==> src/rtl/aes_gf_pkg.sv <==
// ============================================================================
// Module      : aes_gf_pkg
// Description : GF(2^8) helpers and FSM state type for the InvMixColumns engine.
// Revision    : 1.0 - initial release
// ============================================================================
`default_nettype none

package aes_gf_pkg;

  localparam logic [7:0] c_gf_reduce = 8'h1b;

  typedef enum logic [1:0] {
    IDLE = 2'd0,
    CALC = 2'd1,
    DONE = 2'd2
  } imc_state_e;

  function automatic logic [7:0] xtime(input logic [7:0] x);
    return {x[6:0], 1'b0} ^ (x[7] ? c_gf_reduce : 8'h00);
  endfunction

  // Higher multiples come from the x2/x4/x8 chain, so each multiply is three xtimes.
  function automatic logic [7:0] gf_mul9(input logic [7:0] x);
    logic [7:0] x8;
    x8 = xtime(xtime(xtime(x)));
    return x8 ^ x;
  endfunction

  function automatic logic [7:0] gf_mulb(input logic [7:0] x);
    logic [7:0] x2;
    logic [7:0] x8;
    x2 = xtime(x);
    x8 = xtime(xtime(x2));
    return x8 ^ x2 ^ x;
  endfunction

  function automatic logic [7:0] gf_muld(input logic [7:0] x);
    logic [7:0] x4;
    logic [7:0] x8;
    x4 = xtime(xtime(x));
    x8 = xtime(x4);
    return x8 ^ x4 ^ x;
  endfunction

  function automatic logic [7:0] gf_mule(input logic [7:0] x);
    logic [7:0] x2;
    logic [7:0] x4;
    logic [7:0] x8;
    x2 = xtime(x);
    x4 = xtime(x2);
    x8 = xtime(x4);
    return x8 ^ x4 ^ x2;
  endfunction

endpackage

`default_nettype wire

==> src/rtl/inv_mixcolumn_seq_if.sv <==
// ============================================================================
// Module      : inv_mixcolumn_seq_if
// Description : Input/output valid-ready bus of the InvMixColumns engine.
// Revision    : 1.0 - initial release
// ============================================================================
`default_nettype none

interface inv_mixcolumn_seq_if;
  logic [127:0] in;
  logic         in_valid;
  logic         in_ready;
  logic [127:0] out;
  logic         out_valid;
  logic         out_ready;

  modport master (
    output in, in_valid, out_ready,
    input  in_ready, out, out_valid
  );

  modport slave (
    input  in, in_valid, out_ready,
    output in_ready, out, out_valid
  );
endinterface

`default_nettype wire

==> src/rtl/inv_mixcol_column.sv <==
// ============================================================================
// Module      : inv_mixcol_column
// Description : Combinational InvMixColumns of one 32-bit column (s0 in MSB).
// Revision    : 1.0 - initial release
// ============================================================================
`default_nettype none

module inv_mixcol_column
  import aes_gf_pkg::*;
(
  input  wire logic [31:0] i_col,
  output logic      [31:0] o_col
);

  logic [7:0] w_s0;
  logic [7:0] w_s1;
  logic [7:0] w_s2;
  logic [7:0] w_s3;

  assign w_s0 = i_col[31:24];
  assign w_s1 = i_col[23:16];
  assign w_s2 = i_col[15:8];
  assign w_s3 = i_col[7:0];

  assign o_col[31:24] = gf_mule(w_s0) ^ gf_mulb(w_s1) ^ gf_muld(w_s2) ^ gf_mul9(w_s3);
  assign o_col[23:16] = gf_mul9(w_s0) ^ gf_mule(w_s1) ^ gf_mulb(w_s2) ^ gf_muld(w_s3);
  assign o_col[15:8]  = gf_muld(w_s0) ^ gf_mul9(w_s1) ^ gf_mule(w_s2) ^ gf_mulb(w_s3);
  assign o_col[7:0]   = gf_mulb(w_s0) ^ gf_muld(w_s1) ^ gf_mul9(w_s2) ^ gf_mule(w_s3);

endmodule

`default_nettype wire

==> src/rtl/inv_mixcolumn_seq.sv <==
// ============================================================================
// Module      : inv_mixcolumn_seq
// Description : Column-serial AES InvMixColumns engine with valid/ready I/O.
//               Define INV_MIXCOL_PARALLEL_EN to transform all columns at once.
// Revision    : 1.0 - initial release
// ============================================================================
`default_nettype none

module inv_mixcolumn_seq
  import aes_gf_pkg::*;
(
  input  wire logic          clk,
  input  wire logic          rst,
  inv_mixcolumn_seq_if.slave bus
);

  imc_state_e   r_state;
  logic [127:0] r_work;
  logic [127:0] r_out;
  logic         r_out_valid;
  logic [127:0] w_work_next;
  logic         w_last;

  assign bus.in_ready  = (r_state == IDLE) && !rst;
  assign bus.out       = r_out;
  assign bus.out_valid = r_out_valid;

`ifdef INV_MIXCOL_PARALLEL_EN
  for (genvar gi = 0; gi < 4; gi++) begin : g_col
    inv_mixcol_column u_col (
      .i_col (r_work[gi*32 +: 32]),
      .o_col (w_work_next[gi*32 +: 32])
    );
  end

  assign w_last = 1'b1;
`else
  logic [1:0]  r_col_idx;
  logic [31:0] w_col_in;
  logic [31:0] w_col_out;

  // Column 0 sits in the top word, so col_idx counts down through the vector.
  always_comb begin
    w_col_in = r_work[127:96];
    case (r_col_idx)
      2'd0:    w_col_in = r_work[127:96];
      2'd1:    w_col_in = r_work[95:64];
      2'd2:    w_col_in = r_work[63:32];
      default: w_col_in = r_work[31:0];
    endcase
  end

  inv_mixcol_column u_col (
    .i_col (w_col_in),
    .o_col (w_col_out)
  );

  always_comb begin
    w_work_next = r_work;
    case (r_col_idx)
      2'd0:    w_work_next[127:96] = w_col_out;
      2'd1:    w_work_next[95:64]  = w_col_out;
      2'd2:    w_work_next[63:32]  = w_col_out;
      default: w_work_next[31:0]   = w_col_out;
    endcase
  end

  assign w_last = (r_col_idx == 2'd3);

  always_ff @(posedge clk) begin
    if (rst) begin
      r_col_idx <= 2'd0;
    end else if (r_state == IDLE) begin
      r_col_idx <= 2'd0;
    end else if (r_state == CALC) begin
      r_col_idx <= r_col_idx + 2'd1;
    end
  end
`endif

  always_ff @(posedge clk) begin
    if (rst) begin
      r_state     <= IDLE;
      r_work      <= '0;
      r_out       <= '0;
      r_out_valid <= 1'b0;
    end else begin
      case (r_state)
        IDLE: begin
          if (bus.in_valid) begin
            r_work  <= bus.in;
            r_state <= CALC;
          end
        end
        CALC: begin
          r_work <= w_work_next;
          if (w_last) begin
            r_out       <= w_work_next;
            r_out_valid <= 1'b1;
            r_state     <= DONE;
          end
        end
        DONE: begin
          if (bus.out_ready) begin
            r_out_valid <= 1'b0;
            r_state     <= IDLE;
          end
        end
        default: r_state <= IDLE;
      endcase
    end
  end

endmodule

`default_nettype wire

==> src/flat_wrapper.sv <==
// flat-port wrapper written by rule: the top's interface ports become plain ports
module inv_mixcolumn_seq_flat import aes_gf_pkg::*;
  (clk, rst, bus_in, bus_in_valid, bus_out_ready, bus_in_ready, bus_out, bus_out_valid);
  inv_mixcolumn_seq_if bus_i ();
  input  wire logic clk;
  input  wire logic rst;
  input wire logic [$bits(bus_i.in)-1:0] bus_in;
  input wire logic [$bits(bus_i.in_valid)-1:0] bus_in_valid;
  input wire logic [$bits(bus_i.out_ready)-1:0] bus_out_ready;
  output wire logic [$bits(bus_i.in_ready)-1:0] bus_in_ready;
  output wire logic [$bits(bus_i.out)-1:0] bus_out;
  output wire logic [$bits(bus_i.out_valid)-1:0] bus_out_valid;
  assign bus_i.in = bus_in;
  assign bus_i.in_valid = bus_in_valid;
  assign bus_i.out_ready = bus_out_ready;
  assign bus_in_ready = bus_i.in_ready;
  assign bus_out = bus_i.out;
  assign bus_out_valid = bus_i.out_valid;
  inv_mixcolumn_seq u_core (.clk(clk), .rst(rst), .bus(bus_i));
endmodule
==> config.mk <==
export PLATFORM = sky130hd
export DESIGN_NAME = inv_mixcolumn_seq_flat
export DESIGN_NICKNAME = d
export VERILOG_FILES = /design/src/rtl/aes_gf_pkg.sv /design/src/rtl/inv_mixcolumn_seq_if.sv /design/src/rtl/inv_mixcol_column.sv /design/src/rtl/inv_mixcolumn_seq.sv /design/src/flat_wrapper.sv
export SDC_FILE = /design/constraint.sdc
export NUM_CORES = 1
export LEC_CHECK = 0
export ABC_AREA = 1
export ABC_CLOCK_PERIOD_IN_PS = 7100
export BUFFER_PORTS_ARGS = -buffer_cell sky130_fd_sc_hd__buf_2
export CAP_MARGIN = 20
export CORE_MARGIN = 2
export CORE_UTILIZATION = 40
export DETAILED_ROUTE_END_ITERATION = 10
export HOLD_SLACK_MARGIN = 0.15
export SYNTH_ARGS = -nofsm -noshare
export SYNTH_HDL_FRONTEND = slang
export SYNTH_SLANG_ARGS = --single-unit
==> constraint.sdc <==
create_clock -name clk -period 7.1 [get_ports clk]
set_input_delay 1.065 -clock clk [delete_from_list [all_inputs] [get_ports clk]]
set_output_delay 1.065 -clock clk [all_outputs]
set_load 0.05 [all_outputs]
## Yosys cells after proc, flatten, opt, wreduce, memory -nomap -nowiden

Cells that the tools add are included.

| storage, ports and cells | value |
|---|---|
| output and inout port bits | 130 |
| bits of input ports | 132 |
| logic and storage cells | 100 |
| register bits | 261 |

| cells by class | value |
|---|---|
| bitwise gates (word level) | 48 |
| reduce and logical (&&, ||, !) cells | 12 |
| $add $sub $neg | 1 |
| muxes and demuxes | 26 |
| eq/ne operators | 8 |

Operators by type and width:

| operator | count |
|---|---|
| bitwise XOR 8 bit | 38 |
| case mux 128 bit (2 select lines) | 1 |
| 2-to-1 mux 128 bit | 1 |
| 2-to-1 mux 32 bit | 4 |
| case mux 32 bit (3 select lines) | 1 |
| bitwise XOR 8 x 5 -> 8 bit | 10 |
| 2-to-1 mux 5 bit | 12 |
| == test 2 bit, second input constant | 3 |
| 2-to-1 mux 2 bit | 3 |
| case mux 2 bit (3 select lines) | 1 |
| AND reduction 3 bit | 2 |
| == test 2 x 1 -> 1 bit, second input constant | 2 |
| logical NOT 2 bit | 2 |
| inequality test 2 bit, second input constant | 2 |
| AND reduction 2 bit | 2 |
| nonzero test 2 bit | 2 |
| OR reduction 3 bit | 1 |
| adder 2 x 1 -> 2 bit, second input constant | 1 |
| 2-to-1 mux 1 bit | 2 |
| inequality test 2 x 1 -> 1 bit, second input constant | 1 |
| case mux 1 bit (2 select lines) | 1 |
| OR reduction 2 bit | 1 |
| logical AND 1 bit | 1 |
| logical NOT 1 bit | 1 |

## Depth between registers and ports, before layout

| logic depth | value |
|---|---|
| depth in word-level cells | 15 |
| gate-level depth with buffers | 25 |
| mapped depth without buffers | 24 |

## Cells and area by module

Synthesis repeated with hierarchy kept, for this count alone.

| second synthesis, totals | value |
|---|---|
| cells, all modules | 2937 |
| area total of the unflattened synthesis | 17421.7 µm² |

By module, submodules not included:

| module | seq. area each (µm²) | cells each | area an instance (µm²) | times used |
|---|---|---|---|---|
| inv_mixcolumn_seq | 5225.0 | 2279 | 13902.1 | 1 |
| inv_mixcol_column | 0.0 | 658 | 3519.6 | 1 |

## Worst setup path after synthesis

Ideal clock, no wire load.

| path | value |
|---|---|
| kind | input port to output port |
| start point | input rst |
| end point | output bus_in_ready |
| cell stages on the path | 2 |
| arrival | 1.924 ns |
| setup slack | 4.111 ns |
| path buffers | 1 |
| cells stage by stage | clkbuf_1 -> nor2_1 |

| between the ends | value |
|---|---|
| longest elaborated chain between the ends | 2 |

RTL lines:

| what | RTL line | text |
|---|---|---|
| start: declaration | flat_wrapper.sv:6 | `input wire logic rst;` |
| logical NOT 1 bit | inv_mixcolumn_seq.sv:24 | `assign bus.in_ready = (r_state == IDLE) && !rst;` |
| logical AND 1 bit | inv_mixcolumn_seq.sv:24 |  |
| end: declaration | flat_wrapper.sv:10 | `output wire logic [$bits(bus_i.in_ready)-1:0] bus_in_ready;` |

No other way between the ends.

## Worst setup path in the final report

| path | value |
|---|---|
| start point | register u_core.r_col_idx[1] |
| end point | register u_core.r_work[34] |

| between the ends | value |
|---|---|
| longest elaborated chain between the ends | 13 |
| elaborated cells between the ends (all ways) | 36 |
| classes of those cells | 2 x eq/ne; 11 x mux; 22 x bitwise; 1 x reduce/logical |

RTL lines:

| what | RTL line | text |
|---|---|---|
| start: declaration | inv_mixcolumn_seq.sv:38 | `logic [1:0] r_col_idx;` |
| start signal: assignment | inv_mixcolumn_seq.sv:76 | `r_col_idx <= r_col_idx + 2'd1;` |
| == test 2 bit, or another cell as far along | inv_mixcolumn_seq.sv:45, inv_mixcolumn_seq.sv:60 |  |
| case mux 32 bit (3 select lines) | inv_mixcolumn_seq.sv:45 | `case (r_col_idx)` |
| 2-to-1 mux 5 bit, or another cell as far along | aes_gf_pkg.sv:19 | `return {x[6:0], 1'b0} ^ (x[7] ? c_gf_reduce : 8'h00);` |
| bitwise XOR 8 bit, or another cell as far along | aes_gf_pkg.sv:19 |  |
| bitwise XOR 8 x 5 -> 8 bit (2 in series) | aes_gf_pkg.sv:19 |  |
| bitwise XOR 8 bit (on tied branches) (2 in series) | aes_gf_pkg.sv:34, aes_gf_pkg.sv:42 |  |
| bitwise XOR 8 bit (3 in series) | inv_mixcol_column.sv:28 | `assign o_col[7:0] = gf_mulb(w_s0) ^ gf_muld(w_s1) ^ gf_mul9(w_s2) ^ gf_mule(w_s3);` |
| 2-to-1 mux 32 bit (*) | inv_mixcolumn_seq.sv:60 | `case (r_col_idx)` |
| case mux 128 bit (2 select lines) (*) | inv_mixcolumn_seq.sv:88 | `case (r_state)` |
| end signal: assignment | inv_mixcolumn_seq.sv:91 | `r_work <= bus.in;` |
| end signal: assignment | inv_mixcolumn_seq.sv:96 | `r_work <= w_work_next;` |
| end: declaration | inv_mixcolumn_seq.sv:18 | `logic [127:0] r_work;` |

Every way passes the cells marked *; elsewhere a longest branch is shown, timed or not.
A chain may end at the register's enable or synchronous reset.

==> metrics.md <==
| Metric | Value |
|---|---|
| Resized Gates After CTS | `0` |
| Unrepaired setup endpoints after global routing | `no` |
| Post-CTS Hold Buffers | `0` |
| Row count | `76` |
| Number of hold violations in the final report | `0` |
| Total track usage | `33.5%` |
| Largest net degree at the start of global routing | `150` |
| CP peak stage delay | `560 ps` |
| Filler Cells Inserted | `4565` |
| RR Endpoint | `u_core.r_work[34]` |
| Post-Syn Nets | `2850` |
| Most frequent cells in the layout | `921 x nand2_1, 261 x buf_2, 261 x dfxtp_1` |
| Worst setup EP type | `register` |
| Slew Limit Fails | `0` |
| Clock Pin Slew Worst Setup and Hold Paths | `~60 ps` |
| Top cells by area, synth | `dfxtp_1 30%, nand2_1 20%, nand3_1 6.0%, inv_1 5.2%, o21ai_0 5.2%` |
| Post-synthesis mux area share | `0%` |
| Synth Area in Adders | `0.290%` |
| Via/cell ratio | `5.38` |
| I/O pins | `roughly 260` |
| Antenna diode count | `0` |
| Type of the worst min-delay path | `register to register` |
| Vias | `around 19000` |
| First-pass GRT wire length | `113000 um` |
| CP dominant cell by count | `nand2_1` |
| Area leader, netlist | `dfxtp_1` |
| Average wire per standard cell | `21.8 um` |
| Nets | `3025` |
| Max-cap violations | `0` |
| Tcrit/Tclk final | `62.1%` |
| Post-DP HPWL | `roughly 57000 um` |
| Final WL | `approximately 76000 um` |
| Top-area cell type share of the netlist area | `30.3%` |
| Gr ovfl total | `0` |
| Chip Width | `212 um` |
| CP Cell Sequence | `inv_1 > ha_2 > inv_2 > buf_4 > o21ai_0 > nor2_1 > nor2_2 > nand2_1 > nand2_1 > xor2_1 > nand3_1 > nand3_1 > nand2_1 > nand2_1 > nand3_1 > nand2_1 > a21oi_1` |
| Mapped Avg Cell Area | `6.36 um^2` |
| Crit path DAT | `4860 ps` |
| DRT iter0 DRCs | `1865` |
| Area occupied by multi-input gates | `between 0.01 and 0.015 mm^2` |
| Commonest non-fill, non-tap cell in the layout | `nand2_1` |
| Flop-to-flop setup slack | `2690 ps` |
| Post-Synth XOR/XNOR Area | `6.75%` |
| Final Util | `around 46%` |
| Post-route DRC violation count | `0` |
| Fmax | `~230 MHz` |
| DP Worst Slack | `around 2800 ps` |
| TritonCTS clock tree | `built` |
| P&R area growth vs syn | `14.9%` |
| Compound-gate portion of the synthesized area | `19.4%` |
| Post-synth EDFFs | `0` |
| Via count of the first global-routing pass | `17600` |
| Synth Cell Area | `0.0173 mm^2` |
| Worst slew margin | `approximately 29%` |
| Post-synthesis simple-gate area fraction | `33.6%` |
| Max clock buf depth | `3` |
| Post-synthesis sequential area ratio | `30.3%` |
| Top_reg_cell synth | `dfxtp_1` |
| Setup Buffers After CTS | `0` |
| Max FO, Critical Path | `25` |
| Ys Warns | `0` |
| CTS HTree Levels | `1` |
| Worst Hold Depth | `2` |
| CTS Buf Count | `30` |
| CTS root buffer | `clkbuf_16` |
| Status | `complete, no violations` |
| Leakage power total | `approximately 10 nW` |
| Largest family of logic cells by synthesized area | `simple AND/OR/NAND/NOR gates` |
| Die area | `0.0449 mm^2` |
| CTS sink cnt | `between 200 and 300` |
| Post-DRT Antenna Nets | `0` |
| Distinct cells, synth | `52` |
| Setup Skew | `roughly 26 ps` |
| Ys async rst share | `0%` |
| Die Ht | `212 um` |
| Worst R2R Start | `u_core.r_col_idx[1]` |
| CP Launch Type | `register` |
| Drt pass-1 iters | `5` |
| Share of cells above drive strength 1 | `about 16%` |
| Global placement routability congestion | `approximately 1` |
| Worst Setup SP | `u_core.r_col_idx[1]` |
| Final worst setup slack | `2690 ps` |
| Final setup vio count | `0` |
| Setup TNS | `0 ps` |
| Worst vdd ir | `0.193 mV` |
| WP data required | `7550 ps` |
| FF+latch area | `0.00523 mm^2` |
| Cells after Synth | `2714` |
| Period minus WS final | `4410 ps` |
| Slowest cell on crit path | `ha_2` |
| Register bit count reported by yosys | `~260` |
| PwrDens | `just over 400 mW/mm^2` |
| Core area | `~0.043 mm^2` |
| Kind of critical path | `register to register` |
| Worst slew pin tran | `approximately 1100 ps` |
| Worst Hold Path EP | `u_core.r_work[19]` |
| Hold Crit Start | `u_core.r_work[19]` |
| Initial antenna violation count | `2` |
| IO Port Bufs | `261` |
| Skew-Pair Late Insertion Delay | `around 610 ps` |
| Initial core utilization | `40.3%` |
| Worst reg-to-reg path cell count | `17` |
| Min Hold Slack | `around 470 ps` |
-- metal layers --
metal  track usage [%]  part of all wire, %  up-vias
met4              15.3                  5.0        2
met2              53.6                   45      752
li1                  -                    -     9068
met3              3.25                  6.1      141
met1              45.6                   44     8816
met5                 0                0.017        -
-- worst max-delay path: cells and delay by family, from the launching register on --
family	cells	cell delay (ps)
AOI/OAI and AO/OA	2	530
xor gates and xnor gates	1	420
adders and majority gates	1	560
buffers and inverters	3	720
DFF	1	330
and+or+nand+nor	10	1670
-- sequential cells by signal, indices dropped and copies added (netlist names) --
register	count
u_core.bus.out	128
u_core.r_work	128
u_core.r_col_idx	2
u_core.bus.out_valid	1
u_core.r_state	2
-- stage by stage --
stage	power, mW	instance area, um^2	std cells
floorplan	4.72	17300	2714
global placement	6.48	18900	3442
detailed placement	6.50	18900	3442
CTS	8.11	19800	3492
global route	8.64	19800	3492
finish	8.16	19800	3492
-- cell type report --
cell class	count	area share, %
clock buffer	42	4.36
clock inverter	8	0.612
inverter	251	4.79
multi-input combinational	2055	52.5
sequential	261	26.3
tap	585	3.69
timing repair buffer	290	7.74
-- where the power goes --
part           internal, mW  switching (mW)
Sequential             1.56          0.0793
Clock                 0.917           0.677
Combinational          1.27            3.66
Total                  3.75            4.42
-- synthesized netlist by cell type, types with 9 or more instances --
| library cell | n |
|---|---|
| nand2_1 | 921 |
| dfxtp_1 | 261 |
| inv_1 | 238 |
| nand3_1 | 207 |
| o21ai_0 | 178 |
| a21oi_1 | 158 |
| nor2_1 | 146 |
| clkbuf_1 | 102 |
| xor2_1 | 87 |
| o211ai_1 | 46 |
| o21bai_1 | 36 |
| nand2_2 | 33 |
| o21ai_1 | 32 |
| a31oi_1 | 26 |
| xnor2_1 | 23 |
| nor2_2 | 17 |
| buf_1 | 13 |
| buf_6 | 13 |
| nor3_1 | 13 |
| inv_2 | 12 |
| nor2_4 | 11 |
| buf_2 | 10 |
| o21a_1 | 10 |
| o21ai_2 | 10 |
| xor2_2 | 9 |
-- cells by family (layout without fill, tap and decap cells) --
group | Yosys count | in the layout
DFF | 261 | 261
AOI/OAI and AO/OA | 550 | 550
xor gates and xnor gates | 121 | 121
buffers and inverters | 398 | 591
adders and majority gates | 4 | 4
and+or+nand+nor | 1380 | 1380
-- worst max path at each step --
stage / endpoint / slack [ps] / depth (start not counted)
final: u_core.r_work[34] / 2690 / 17
after global routing: u_core.r_work[34] / 2510 / 18
after detailed placement: u_core.r_work[34] / 2800 / 17
after floorplan: bus_in_ready / 4110 / 2
after CTS: u_core.r_work[34] / 2770 / 17
after global placement: u_core.r_work[66] / 2780 / 17
(Power assumes the default switching activity.)
